File: src/rtl/tdm_demux8x1.sv
// -----------------------------------------------------------------------------
// tdm_demux8x1
// Receive end of an 8-slot, 1-bit TDM serial link. Finds frame alignment from
// the fsync strobe, steps a 3-bit slot counter on every valid beat, collects
// the beats in a shadow register and presents one whole frame on o1..o8 at a
// time. A flywheel tolerates up to SYNC_LOSS-1 consecutive fsync mismatches
// before lock is dropped.
//
// Ports
//   clk          rising-edge clock
//   rst_n        synchronous reset, active-low
//   din          serial data bit for the current slot
//   din_valid    qualifies din/fsync this cycle (a "beat")
//   fsync        high on the beat carrying slot 0
//   o1..o8       channel bits of the last complete frame (slot 0 -> o1)
//   s0,s1,s2     slot expected on the next beat, s0 is the MSB
//   frame_valid  one-cycle pulse when o1..o8 update
//   locked       high while frame alignment is held
//   sync_err     one-cycle pulse on loss of lock
// -----------------------------------------------------------------------------
module tdm_demux8x1 #(
    parameter int SYNC_LOSS = 2     // consecutive mismatches that drop lock, 1..15
) (
    input  logic clk,
    input  logic rst_n,
    input  logic din,
    input  logic din_valid,
    input  logic fsync,
    output logic o1,
    output logic o2,
    output logic o3,
    output logic o4,
    output logic o5,
    output logic o6,
    output logic o7,
    output logic o8,
    output logic s0,
    output logic s1,
    output logic s2,
    output logic frame_valid,
    output logic locked,
    output logic sync_err
);

    typedef enum logic {
        ST_HUNT   = 1'b0,
        ST_LOCKED = 1'b1
    } state_t;

    localparam logic [4:0] LOSS_LIMIT = 5'(SYNC_LOSS);

    state_t     r_state;
    logic [2:0] r_slot;
    logic [3:0] r_miss;
    logic [6:0] r_shadow;      // slot 7 never needs storing: it arrives with the frame
    logic [7:0] r_out;
    logic       r_frame_valid;
    logic       r_sync_err;
    logic       r_locked;

    logic       w_slot_zero;
    logic       w_mismatch;
    logic [4:0] w_miss_inc;
    logic       w_loss;
    logic [6:0] w_hit;

    assign w_slot_zero = (r_slot == 3'd0);
    // fsync is expected exactly on slot 0; anything else is a mismatch
    assign w_mismatch  = fsync ? !w_slot_zero : w_slot_zero;
    assign w_miss_inc  = {1'b0, r_miss} + 5'd1;
    assign w_loss      = w_mismatch && (w_miss_inc >= LOSS_LIMIT);

    // one-hot decode of the shadow bit written by the current beat
    genvar gi;
    generate
        for (gi = 0; gi < 7; gi++) begin : g_hit
            assign w_hit[gi] = (r_slot == 3'(gi));
        end
    endgenerate

    always_ff @(posedge clk) begin
        if (!rst_n) begin
            r_state       <= ST_HUNT;
            r_slot        <= 3'd0;
            r_miss        <= 4'd0;
            r_shadow      <= 7'd0;
            r_out         <= 8'd0;
            r_frame_valid <= 1'b0;
            r_sync_err    <= 1'b0;
            r_locked      <= 1'b0;
        end else begin
            r_frame_valid <= 1'b0;
            r_sync_err    <= 1'b0;
            if (din_valid) begin
                case (r_state)
                    ST_HUNT: begin
                        if (fsync) begin
                            r_shadow <= {6'd0, din};
                            r_slot   <= 3'd1;
                            r_miss   <= 4'd0;
                            r_state  <= ST_LOCKED;
                            r_locked <= 1'b1;
                        end
                    end
                    ST_LOCKED: begin
                        if (w_loss) begin
                            r_sync_err <= 1'b1;
                            r_miss     <= 4'd0;
                            if (fsync) begin
                                // the strobe itself marks a new slot 0: realign at once
                                r_shadow <= {6'd0, din};
                                r_slot   <= 3'd1;
                            end else begin
                                r_shadow <= 7'd0;
                                r_slot   <= 3'd0;
                                r_state  <= ST_HUNT;
                                r_locked <= 1'b0;
                            end
                        end else begin
                            for (int i = 0; i < 7; i++) begin
                                if (w_hit[i]) begin
                                    r_shadow[i] <= din;
                                end
                            end
                            if (w_mismatch) begin
                                r_miss <= w_miss_inc[3:0];
                            end else if (w_slot_zero) begin
                                r_miss <= 4'd0;
                            end
                            if (r_slot == 3'd7) begin
                                r_out         <= {din, r_shadow};
                                r_frame_valid <= 1'b1;
                            end
                            r_slot <= r_slot + 3'd1;   // 7 wraps to 0
                        end
                    end
                    default: begin
                        r_state  <= ST_HUNT;
                        r_locked <= 1'b0;
                    end
                endcase
            end
        end
    end

    assign o1          = r_out[0];
    assign o2          = r_out[1];
    assign o3          = r_out[2];
    assign o4          = r_out[3];
    assign o5          = r_out[4];
    assign o6          = r_out[5];
    assign o7          = r_out[6];
    assign o8          = r_out[7];
    assign s0          = r_slot[2];
    assign s1          = r_slot[1];
    assign s2          = r_slot[0];
    assign frame_valid = r_frame_valid;
    assign locked      = r_locked;
    assign sync_err    = r_sync_err;

endmodule

File: config.mk
export PLATFORM = sky130hd
export DESIGN_NAME = tdm_demux8x1
export DESIGN_NICKNAME = d
export VERILOG_FILES = /design/src/rtl/tdm_demux8x1.sv
export SDC_FILE = /design/constraint.sdc
export NUM_CORES = 1
export LEC_CHECK = 0
export CORE_MARGIN = 2
export CORE_UTILIZATION = 65
export DETAILED_ROUTE_END_ITERATION = 8
export DONT_BUFFER_PORTS = 1
export PLACE_DENSITY = 0.81
export SYNTH_ARGS = -nofsm -noshare
export SYNTH_HDL_FRONTEND = slang
export SYNTH_SLANG_ARGS = --single-unit
File: constraint.sdc
create_clock -name clk -period 2.97 [get_ports clk]
set_input_delay 0.7425 -clock clk [delete_from_list [all_inputs] [get_ports clk]]
set_output_delay 0.7425 -clock clk [all_outputs]
set_load 0.01 [all_outputs]
== After elaboration in Yosys (flattened, before gate mapping) ==
Index checks and enable logic that the tools add are counted.
Storage, ports and cells
  logic and storage cells: 85
  register bits: 26
  input port bits: 5
Cells by class
  multiplexer cells: 30
  order comparisons: 1
  add/subtract/negate cells: 2
  equal/unequal tests: 18
  reduce and logical (&&, ||, !) cells: 16
  bitwise operators: 4
Operators with widths (number)
  $reduce_and A3 Y1: 9
  $ne A3 B1 Y1 const B: 7
  $mux W1: 17
  $mux W4: 4
  $mux W7: 2
  $pmux W7 S2: 1
  $eq A3 B3 Y1 const B: 4
  $pmux W4 S2: 1
  $reduce_and A4 Y1: 2
  $eq A3 B2 Y1 const B: 2
  $mux W3: 2
  $pmux W3 S2: 1
  $add A4 B1 Y5 const B: 1
  $ge A5 B2 Y1 const B: 1
  $ne A2 B2 Y1 const B: 2
  $ne A4 B1 Y1 const B: 1
  $not A1 Y1: 4
  $pmux W1 S2: 2
  $reduce_or A4 Y1: 1
  $add A3 B1 Y3 const B: 1
  $eq A3 B1 Y1 const B: 1
  $logic_not A3 Y1: 1
  $ne A2 B1 Y1 const B: 1
  $reduce_and A2 Y1: 1
  2 further kinds: 2

== Logic depth before layout (Yosys ltp) ==
Gate-level depths: netlist of run 1.
  word-level depth: 6
  mapped depth: 8
  gate-level depth less buffers: 6

== Worst setup path after synthesis of run 1 ==
Ideal clock, no wire load.
  path kind: input to register
  start point: in fsync
  end point: reg r_shadow[4]
  cell stages on the path: 5
  library setup time: 117 ps
  arrival time: 1722 ps
  slack: 1131 ps
  path through: buf_2 > inv_1 > xnor2_2 > a31oi_1 > a32o_1
On the way
  word-level cells in the longest chain between the ends: 4
RTL lines
  start: declaration: line 28  | input logic fsync,
  $mux W1: line 69  | assign w_mismatch = fsync ? !w_slot_zero : w_slot_zero;
  $logic_and A1 B1 Y1: line 71  | assign w_loss = w_mismatch && (w_miss_inc >= LOSS_LIMIT);
  $ne A3 B1 Y1 (no line) or $mux W7 (tied branches)
  $reduce_and A3 Y1 (no line) or $pmux W7 S2 (tied branches)
  end signal: assignment: line 98  | r_shadow <= {6'd0, din};
  end signal: assignment: line 111  | r_shadow <= {6'd0, din};
  end signal: indexed assignment: line 122  | r_shadow[i] <= din;
  end: declaration: line 55  | logic [6:0] r_shadow;
Parallel ways exist; a longest one is shown, timed or not.
A chain may end at the register's enable or synchronous reset.

== Worst setup path in the final report of run 1 ==
  start point: reg r_miss[1]
  end point: reg r_frame_valid (netlist: frame_valid)
On the way
  word-level cells in the longest chain between the ends: 4
RTL lines
  start: declaration: line 54  | logic [3:0] r_miss;
  start signal: assignment: line 126  | r_miss <= w_miss_inc[3:0];
  $add A4 B1 Y5: line 70  | assign w_miss_inc = {1'b0, r_miss} + 5'd1;
  $ge A5 B2 Y1: line 71
  $logic_and A1 B1 Y1: line 71
  $reduce_or A4 Y1 (no line)
  end signal: assignment: line 88  | r_frame_valid <= 1'b0;
  end signal: assignment: line 92  | r_frame_valid <= 1'b0;
  end signal: assignment: line 132  | r_frame_valid <= 1'b1;
  end: declaration: line 57  | logic r_frame_valid;
No other way between the ends.

==> results.json, run 1 <==
{
  "status": "completed",
  "grt_use_total_pct": 26.5,
  "cts_num_sinks": 26,
  "drt_iter0_drc": 31,
  "critPathArrivalTime_ns": 2.52,
  "slew_viol_final": 0,
  "grt_max_degree": 29,
  "ios": 19,
  "crit_slowest_cell": "and3_1",
  "initial_utilization_pct": 70.7,
  "setup_violations": 0,
  "viasPerCell": 6.96,
  "fill_cells": 158,
  "root_buffer": "clkbuf_4",
  "syn2layout_area_growth_pct": 0.000212,
  "crit_path_start_kind": "flip-flop",
  "yosysTopAreaCell": "dfxtp_1",
  "crit_chain": "inv_1 -> ha_1 -> nor3b_2 -> and3_1 -> o21ai_1 -> nor3b_1",
  "hold_end": "r_out[1]",
  "netlist_top_cells_count": "26 x dfxtp_1, 15 x o211ai_1, 11 x nand3_1, 11 x o2111ai_1, 9 x a21oi_1",
  "grt_pass1_vias": 1094,
  "cts_buffer_depth": 2,
  "setup_tns_ns": 0,
  "synth_seq_area_share_pct": 36.8,
  "die_width_um": 50.7,
  "die_h_um": 50.7,
  "post-synth-top-count-cell": "dfxtp_1",
  "post-dp-hpwl_mm": 2.19,
  "slowest_delay_ns": 0.62,
  "finalCritPeriodShare_pct": 76.5,
  "grt-ovfl-total": 0,
  "finalWeightedCongestion": 0.879,
  "r2r_slack_ns": 0.70,
  "regToRegStartpoint": "r_miss[1]",
  "numCtsBuffers": 3,
  "fp-row-count": 16,
  "path_clk_slew_ns": 0.14,
  "worstPathMaxFanout": 18,
  "fp.dieArea_mm2": 0.00257,
  "cap_violations": 0,
  "timing_hold_violations_final": 0,
  "hp-class": "flip-flop to flip-flop",
  "synth_cells": 149,
  "synth-edff-count": 0,
  "cts-resized-gates": 0,
  "synth_area_per_cell_um2": 9.50,
  "pwr_density_cell_mw_per_mm2": 446,
  "async_reset_ff_share_pct": 0,
  "utilization_pct": 70.7,
  "end_kind": "flip-flop",
  "diodes": 0,
  "synth_top_cell_area_share_pct": 36.8,
  "cts_tree": "done",
  "max-vdd-ir-drop_uv": 346,
  "ys.flop_type": "dfxtp_1",
  "critPathKind": "flip-flop to flip-flop",
  "reg2reg_depth": 6,
  "insertion_delay_ns": 0.32,
  "skew_ns": 0.00203,
  "relSlewSlack_pct": 42.0,
  "period_needed_ns": 2.27,
  "holdPathStages": 2,
  "worstMarginPinSlew_ns": 0.869,
  "io_buffers": 0,
  "grt_pass1_wl_mm": 5.26,
  "yosysWarnings": 0,
  "rsz0062_at_grt": "no",
  "antenna_found_initial": 0,
  "max_freq_mhz": 440,
  "drc": 0,
  "wl_per_cell_um": 18.1,
  "wirelength_mm": 3.03,
  "core-area_mm2": 0.00200,
  "cts_hold_buf": 0,
  "synthDistinctLibCells": 39,
  "leakagePower_nw": 0.494,
  "drive_above_1_share_pct": 8.57,
  "synthesis.nets": 162,
  "drtAntennaViolNets": 0,
  "dr.pass1.iters": 4,
  "dr_total_vias": 1162,
  "worstHoldStart": "r_shadow[1]",
  "ys_seq_elements": 26,
  "r2r-end": "frame_valid",
  "cp_data_required_time_ns": 3.22,
  "final_nets": 154,
  "synth_area_mm2": 0.00142,
  "htree_num_levels": 1,
  "post-cts-setup-buffer-count": 0,
  "yosys-top-cells-area": "dfxtp_1 37%, o211ai_1 8.0%, ha_1 7.1%"
}
-- worst max path at each step --
stage | start | to | slack (ns) | cells past startpoint
final | r_miss[1] | frame_valid | 0.70 | 6
after detailed placement | r_miss[1] | frame_valid | 0.81 | 6
after floorplan | fsync | r_shadow[4] | 1.13 | 5
after CTS | r_miss[1] | frame_valid | 0.76 | 6
after global placement | r_miss[1] | frame_valid | 0.85 | 6
after global routing | r_miss[1] | frame_valid | 0.51 | 6
-- kinds of logic after synthesis --
| family | Yosys count | share of synthesized area (%) |
|---|---|---|
| flip-flops | 26 | 36.8 |
| adder cells (fa/ha/maj) | 8 | 7.07 |
| AND/OR/NAND/NOR | 36 | 14.9 |
| AO/OA/AOI/OAI | 55 | 30.6 |
| buffers and inverters | 20 | 7.07 |
| multiplexers | 1 | 0.707 |
| XOR/XNOR | 3 | 2.92 |
-- routing by layer --
layer,vias to the layer above,GRT usage (%),wire length (um),part of all wire [%]
li1,562,-,-,-
met1,550,35.9,1370,45
met2,43,43.2,1440,48
met3,7,2.98,155,5.1
met4,0,9.91,55,1.8
met5,-,0,0,0
-- cell type report --
type                       count  area [um^2]  share of cell area [%]
clock buffer                   4         36.3                    2.56
inverter                       6         22.5                    1.59
sequential                    26          520                    36.8
tap                           27         33.8                    2.39
timing repair buffer           1         7.51                   0.531
multi-input combinational    103          795                    56.1
-- power breakdown --
group	total (mW)	internal [mW]	leakage (nW)	switching (mW)
clock	0.180	0.0751	0.0210	0.105
combinational	0.0801	0.0268	0.263	0.0533
sequential	0.371	0.355	0.210	0.0158
-- stage by stage --
stage	instances	instance area [um^2]	setup WS, ns	hold slack [ns]	power (mW)
floorplan	149	1420	1.13	0.452	0.449
global placement	163	1380	0.845	0.487	0.453
detailed placement	163	1380	0.813	0.481	0.456
CTS	167	1420	0.761	0.503	0.633
global route	167	1420	0.511	0.533	0.653
finish	167	1420	0.697	0.503	0.631
-- sequential cells by signal (all words and copies together), names as in the netlist --
signal	count
r_slot	3
r_shadow	7
sync_err	1
r_state	1
frame_valid	1
locked	1
r_out	8
r_miss	4
-- cell usage in the layout, fill, tap and decap left out, types with 3 or more instances in the layout --
| cell | instances |
|---|---|
| dfxtp_1 | 26 |
| o211ai_1 | 15 |
| nand3_1 | 11 |
| o2111ai_1 | 11 |
| a21oi_1 | 9 |
| ha_1 | 8 |
| inv_1 | 6 |
| and3_1 | 6 |
| nand2_1 | 4 |
| and2_1 | 3 |
| o21ai_0 | 3 |
| nor2_1 | 3 |
| a32o_1 | 3 |
| clkbuf_4 | 3 |
-- worst max-delay path: cells and delay by family (launching register included) --
family                   cells  cell delay, ns
buffers and inverters        1            0.07
AND/OR/NAND/NOR              3            1.18
AO/OA/AOI/OAI                1            0.25
adder cells (fa/ha/maj)      1            0.28
flip-flops                   1            0.41
Power figures use the tool's default switching activity.
==> run 2, diff against run 1 <==
CORE_UTILIZATION = 61   (was 65)
PLACE_DENSITY = 0.77   (was 0.81)
clock period = 2.4 ns   (was 2.97 ns; I/O delays follow)
==> run 2 against run 1 <==
  * Critical path depth grew 1
  * Utilization shrank 4.9 points
  * Hold slack lost 0.10 ns
  * Combinational power grew 39%
  * Routed wire length grew 1.1%
  * Maximum frequency grew 7.6%
  * Non-clock buffer count grew 3
  * Global-route usage shrank 0.21 points
  * Flip-flop and latch count is the same
  * Final area grew 2.8%
==> results.json, run 2 (synthesized netlist as in run 1, its figures left out) <==
{
  "status": "completed",
  "wirelength_mm": 3.06,
  "dr_total_vias": 1148,
  "finalCritPeriodShare_pct": 88.1,
  "fin_hold_ws_ns": 0.400,
  "placedInstanceArea_mm2": 0.00140,
  "worstHoldStart": "din_valid",
  "cap_violations": 0,
  "initial_utilization_pct": 64.0,
  "ios": 19,
  "slew_viol_final": 0,
  "drc": 0,
  "rsz0062_at_grt": "no",
  "r2r_slack_ns": 0.29,
  "cts_num_sinks": 26,
  "finalWeightedCongestion": 0.794,
  "fp-row-count": 17,
  "insertion_delay_ns": 0.33,
  "total_power_mw": 0.867,
  "htree_num_levels": 1,
  "numCtsBuffers": 3,
  "critPathArrivalTime_ns": 2.38,
  "relSlewSlack_pct": 59.5,
  "syn2layout_area_growth_pct": 2.83,
  "hold_end": "sync_err",
  "path_clk_slew_ns": 0.15,
  "largest_reg_flops": 8,
  "cts_buffer_depth": 2,
  "reg_top3": "r_out: 8 flops, r_shadow: 7 flops, r_miss: 4 flops",
  "utilization_pct": 65.8,
  "post-dp-hpwl_mm": 2.21,
  "period_needed_ns": 2.11,
  "final_cell_mix": "26 x dfxtp_1, 15 x o211ai_1, 11 x nand3_1, 11 x o2111ai_1, 9 x a21oi_1",
  "setup_violations": 0,
  "fill_cells": 188,
  "cp_data_required_time_ns": 2.67,
  "leakagePower_nw": 0.515,
  "drtAntennaViolNets": 0,
  "holdPathStages": 2,
  "skew_ns": 0.0111,
  "max-vdd-ir-drop_uv": 322,
  "max_freq_mhz": 473,
  "viasPerCell": 6.71,
  "critPathKind": "flip-flop to flip-flop",
  "dp_slack_ns": 0.310,
  "cts_tree": "done",
  "regArea_um2": 520,
  "dr.pass1.iters": 4,
  "fin_area_mm2": 0.00146,
  "grt_pass1_wl_mm": 5.32,
  "reg2reg_depth": 7,
  "placedCellCount": 167,
  "cp.buffers_inverters": 2,
  "core-area_mm2": 0.00221,
  "cts-resized-gates": 0,
  "die_width_um": 52.2,
  "grt_max_degree": 19,
  "fin_cells": 171,
  "multi_input_area_um2": 795,
  "root_buffer": "clkbuf_4",
  "worst_path_dominant_cell_family": "flip-flops",
  "antenna_found_initial": 0,
  "crit_path_start_kind": "flip-flop",
  "final_nets": 157,
  "timing_hold_violations_final": 0,
  "slowest_delay_ns": 0.47,
  "setup_ws_ns": 0.287,
  "diodes": 0,
  "grt-ovfl-total": 0,
  "cts_hold_buf": 0,
  "setup_tns_ns": 0,
  "r2r-end": "r_out[6]",
  "fp.dieArea_mm2": 0.00272,
  "regToRegStartpoint": "r_slot[0]",
  "io_buffers": 0,
  "worstMarginPinSlew_ns": 0.607,
  "pwr_density_cell_mw_per_mm2": 596,
  "worstPathMaxFanout": 11,
  "grt_pass1_vias": 1097,
  "end_kind": "flip-flop",
  "final_common_cell": "dfxtp_1",
  "drt_iter0_drc": 24,
  "hp-class": "input port to flip-flop",
  "die_h_um": 52.2,
  "grt_use_total_pct": 26.3,
  "top_register": "r_out",
  "drive_above_1_share_pct": 10.5,
  "crit_slowest_cell": "dfxtp_1",
  "wl_per_cell_um": 17.9,
  "post-cts-setup-buffer-count": 0,
  "crit_chain": "inv_1 -> ha_1 -> nor2b_4 -> xnor2_2 -> buf_4 -> o2111ai_1 -> a21oi_1"
}
==> run 2: changes by cell type in the layout (fill, tap and decap cells not counted) <==
| cell | previous run | this run |
|---|---|---|
| buf_4 | 1 | 4 |
| bufinv_16 | 0 | 1 |
| clkbuf_8 | 1 | 0 |
==> run 2: per-layer routing <==
layer,track usage (%),vias up,wire length (um)
li1,-,563,-
met1,35.1,550,1390
met2,41.8,31,1500
met3,4.02,4,137
met4,11.5,0,33
met5,0,-,0
==> run 2: worst max-delay path by stage <==
stage,startpoint,endpoint,slack [ns],cells after the start
after CTS,r_slot[0],r_out[6],0.28,7
after global placement,r_slot[0],r_out[4],0.42,7
after global routing,r_slot[0],r_out[0],0.08,7
after detailed placement,r_slot[0],r_out[6],0.31,7
final,r_slot[0],r_out[6],0.29,7
after floorplan,r_slot[0],r_out[4],0.65,7
==> run 2: report_power, final <==
part / switching, mW / internal, mW
clock network: 0.132 / 0.169
registers: 0.0155 / 0.439
logic: 0.0719 / 0.0393
==> run 2: final cells by class <==
class                           instances  share of cell area (%)
Clock inverter                          1                    2.06
Multi-Input combinational cell        103                    54.6
Clock buffer                            3                    1.55
Sequential cell                        26                    35.8
Inverter                                6                    1.55
Timing Repair Buffer                    4                    2.06
Tap cell                               28                    2.41
==> RTL change, RTL diff (settings of run 2) <==
Reset style: asynchronous (`rst_n`), changed in one clocked block. Comments in the files are not updated.
--- a/src/rtl/tdm_demux8x1.sv
+++ b/src/rtl/tdm_demux8x1.sv
@@ -78,7 +78,7 @@
         end
     endgenerate
 
-    always_ff @(posedge clk) begin
+    always_ff @(posedge clk or negedge rst_n) begin
         if (!rst_n) begin
             r_state       <= ST_HUNT;
             r_slot        <= 3'd0;
Formal check against the unedited RTL: differs if rst_n is asserted again (counterexample within 4 cycles, from zero or initial values and one cycle with rst_n low); with rst_n held inactive, the same outputs for 10 cycles.
==> RTL change against run 2 <==
Routed wire length shrank 14%. Final area shrank 0.43%. Critical path depth is the same. Worst setup slack gained 0.082 ns. Sequential cell count is the same. Non-clock buffer count grew 1. Worst hold slack lost 0.33 ns. Synthesized area shrank 4.1%. First-iteration DRC count grew 67%. Critical path type unchanged. Critical endpoint is now r_shadow[4]$_DFFE_PN0P_.
Power is not compared: it rests on default switching activity, and its combinational part moved more than twofold at a synthesized area within 25%.
==> RTL change: results (changes against run 2) <==
* Tot Pwr at 1.739 mW
* Hpwl dp at 1.783 mm (-19%)
* Post-synthesis mux area share at 0.08848 (+0.08141)
* M2 GR Usage at 0.3398 (-0.07789)
* Worst slack, placed at 0.3867 ns (+0.07680 ns)
* Fraction of area in registers at 0.4490 (+0.09136)
* Synth Area in Compound Gates at 0.1604 (-0.1456)
* Number of global-route vias before repair at 975 (-11%)
* Fin nets at 146 (-7.0%)
* GR Util met3 at 0.04386 (+0.003630)
* Syn Area/Cell at 10.61 um2 (+12%)
* Post-synthesis xor/xnor area fraction at 0.006452 (-0.02273)
* Multi-input gates at 88 (-15%)
* Final wirelength at 2.625 mm (-14%)
* Multi-input gate area at 643.1 um2 (-19%)
* Commonest cells post-synth: dfrtp_1, nand2_1, o21ai_0
* FFs w/ async S/R, synth at 1.000 (+1.000)
* Slowest stage delay, CP at 0.50 ns (+0.03 ns)
* CP max stage cell: dfrtp_1
* Placed inst area at 1393 um2 (-0.71%)
* Fill count at 145 (-23%)
* # hold bufs at CTS at 1 (+1)
* Adder-cell share of the synthesized area at 0.07373 (+0.002999)
* Layout sequential cell count at 26 (unchanged)
* Clk tree area frac at 0.02504 (-0.01107)
* Clock buffer count at 4 (+1)
* Worst-Margin Slew at 0.5571 ns (-0.04993 ns)
* CP Data Arrival Time at 2.22 ns (-0.16 ns)
* Syn nets at 141 (-13%)
* First-pass GRT wire length at 4.312 mm (-19%)
* Status: complete, no violations
* Vias at 996 (-13%)
* Non-clk invs at 9 (+3)
* Total track usage at 0.2226 (-0.04011)
* Routed length on met3 at 146 um (+6.6%)
* Non-clk bufs at 5 (+1)
* GP Congestion at 0.8314 (+4.7%)
## RTL change: cell types whose count changed in the layout (fill, tap and decap cells not counted), moves of 8 or more
cell / delta
mux2_4: +8
o21ai_0: +9
nand2_1: +10
nand3_1: -10
o2111ai_1: -11
dfxtp_1: -26
dfrtp_1: +26
## RTL change: final timing paths
check / from / end / slack, ns / cells past startpoint
max: r_slot[0]$_DFFE_PN0P_ / r_shadow[4]$_DFFE_PN0P_ / 0.37 / 7
min: rst_n / r_out[2]$_DFFE_PN0P_ / 0.07 / 1
max reg2reg: r_slot[0]$_DFFE_PN0P_ / r_shadow[4]$_DFFE_PN0P_ / 0.37 / 7
min reg2reg: r_miss[3]$_DFFE_PN0P_ / r_miss[3]$_DFFE_PN0P_ / 0.52 / 1
max in group asynchronous: rst_n / r_miss[1]$_DFFE_PN0P_ / 2.18 / 1
min in group clk: fsync / r_state$_DFFE_PN0P_ / 0.41 / 2
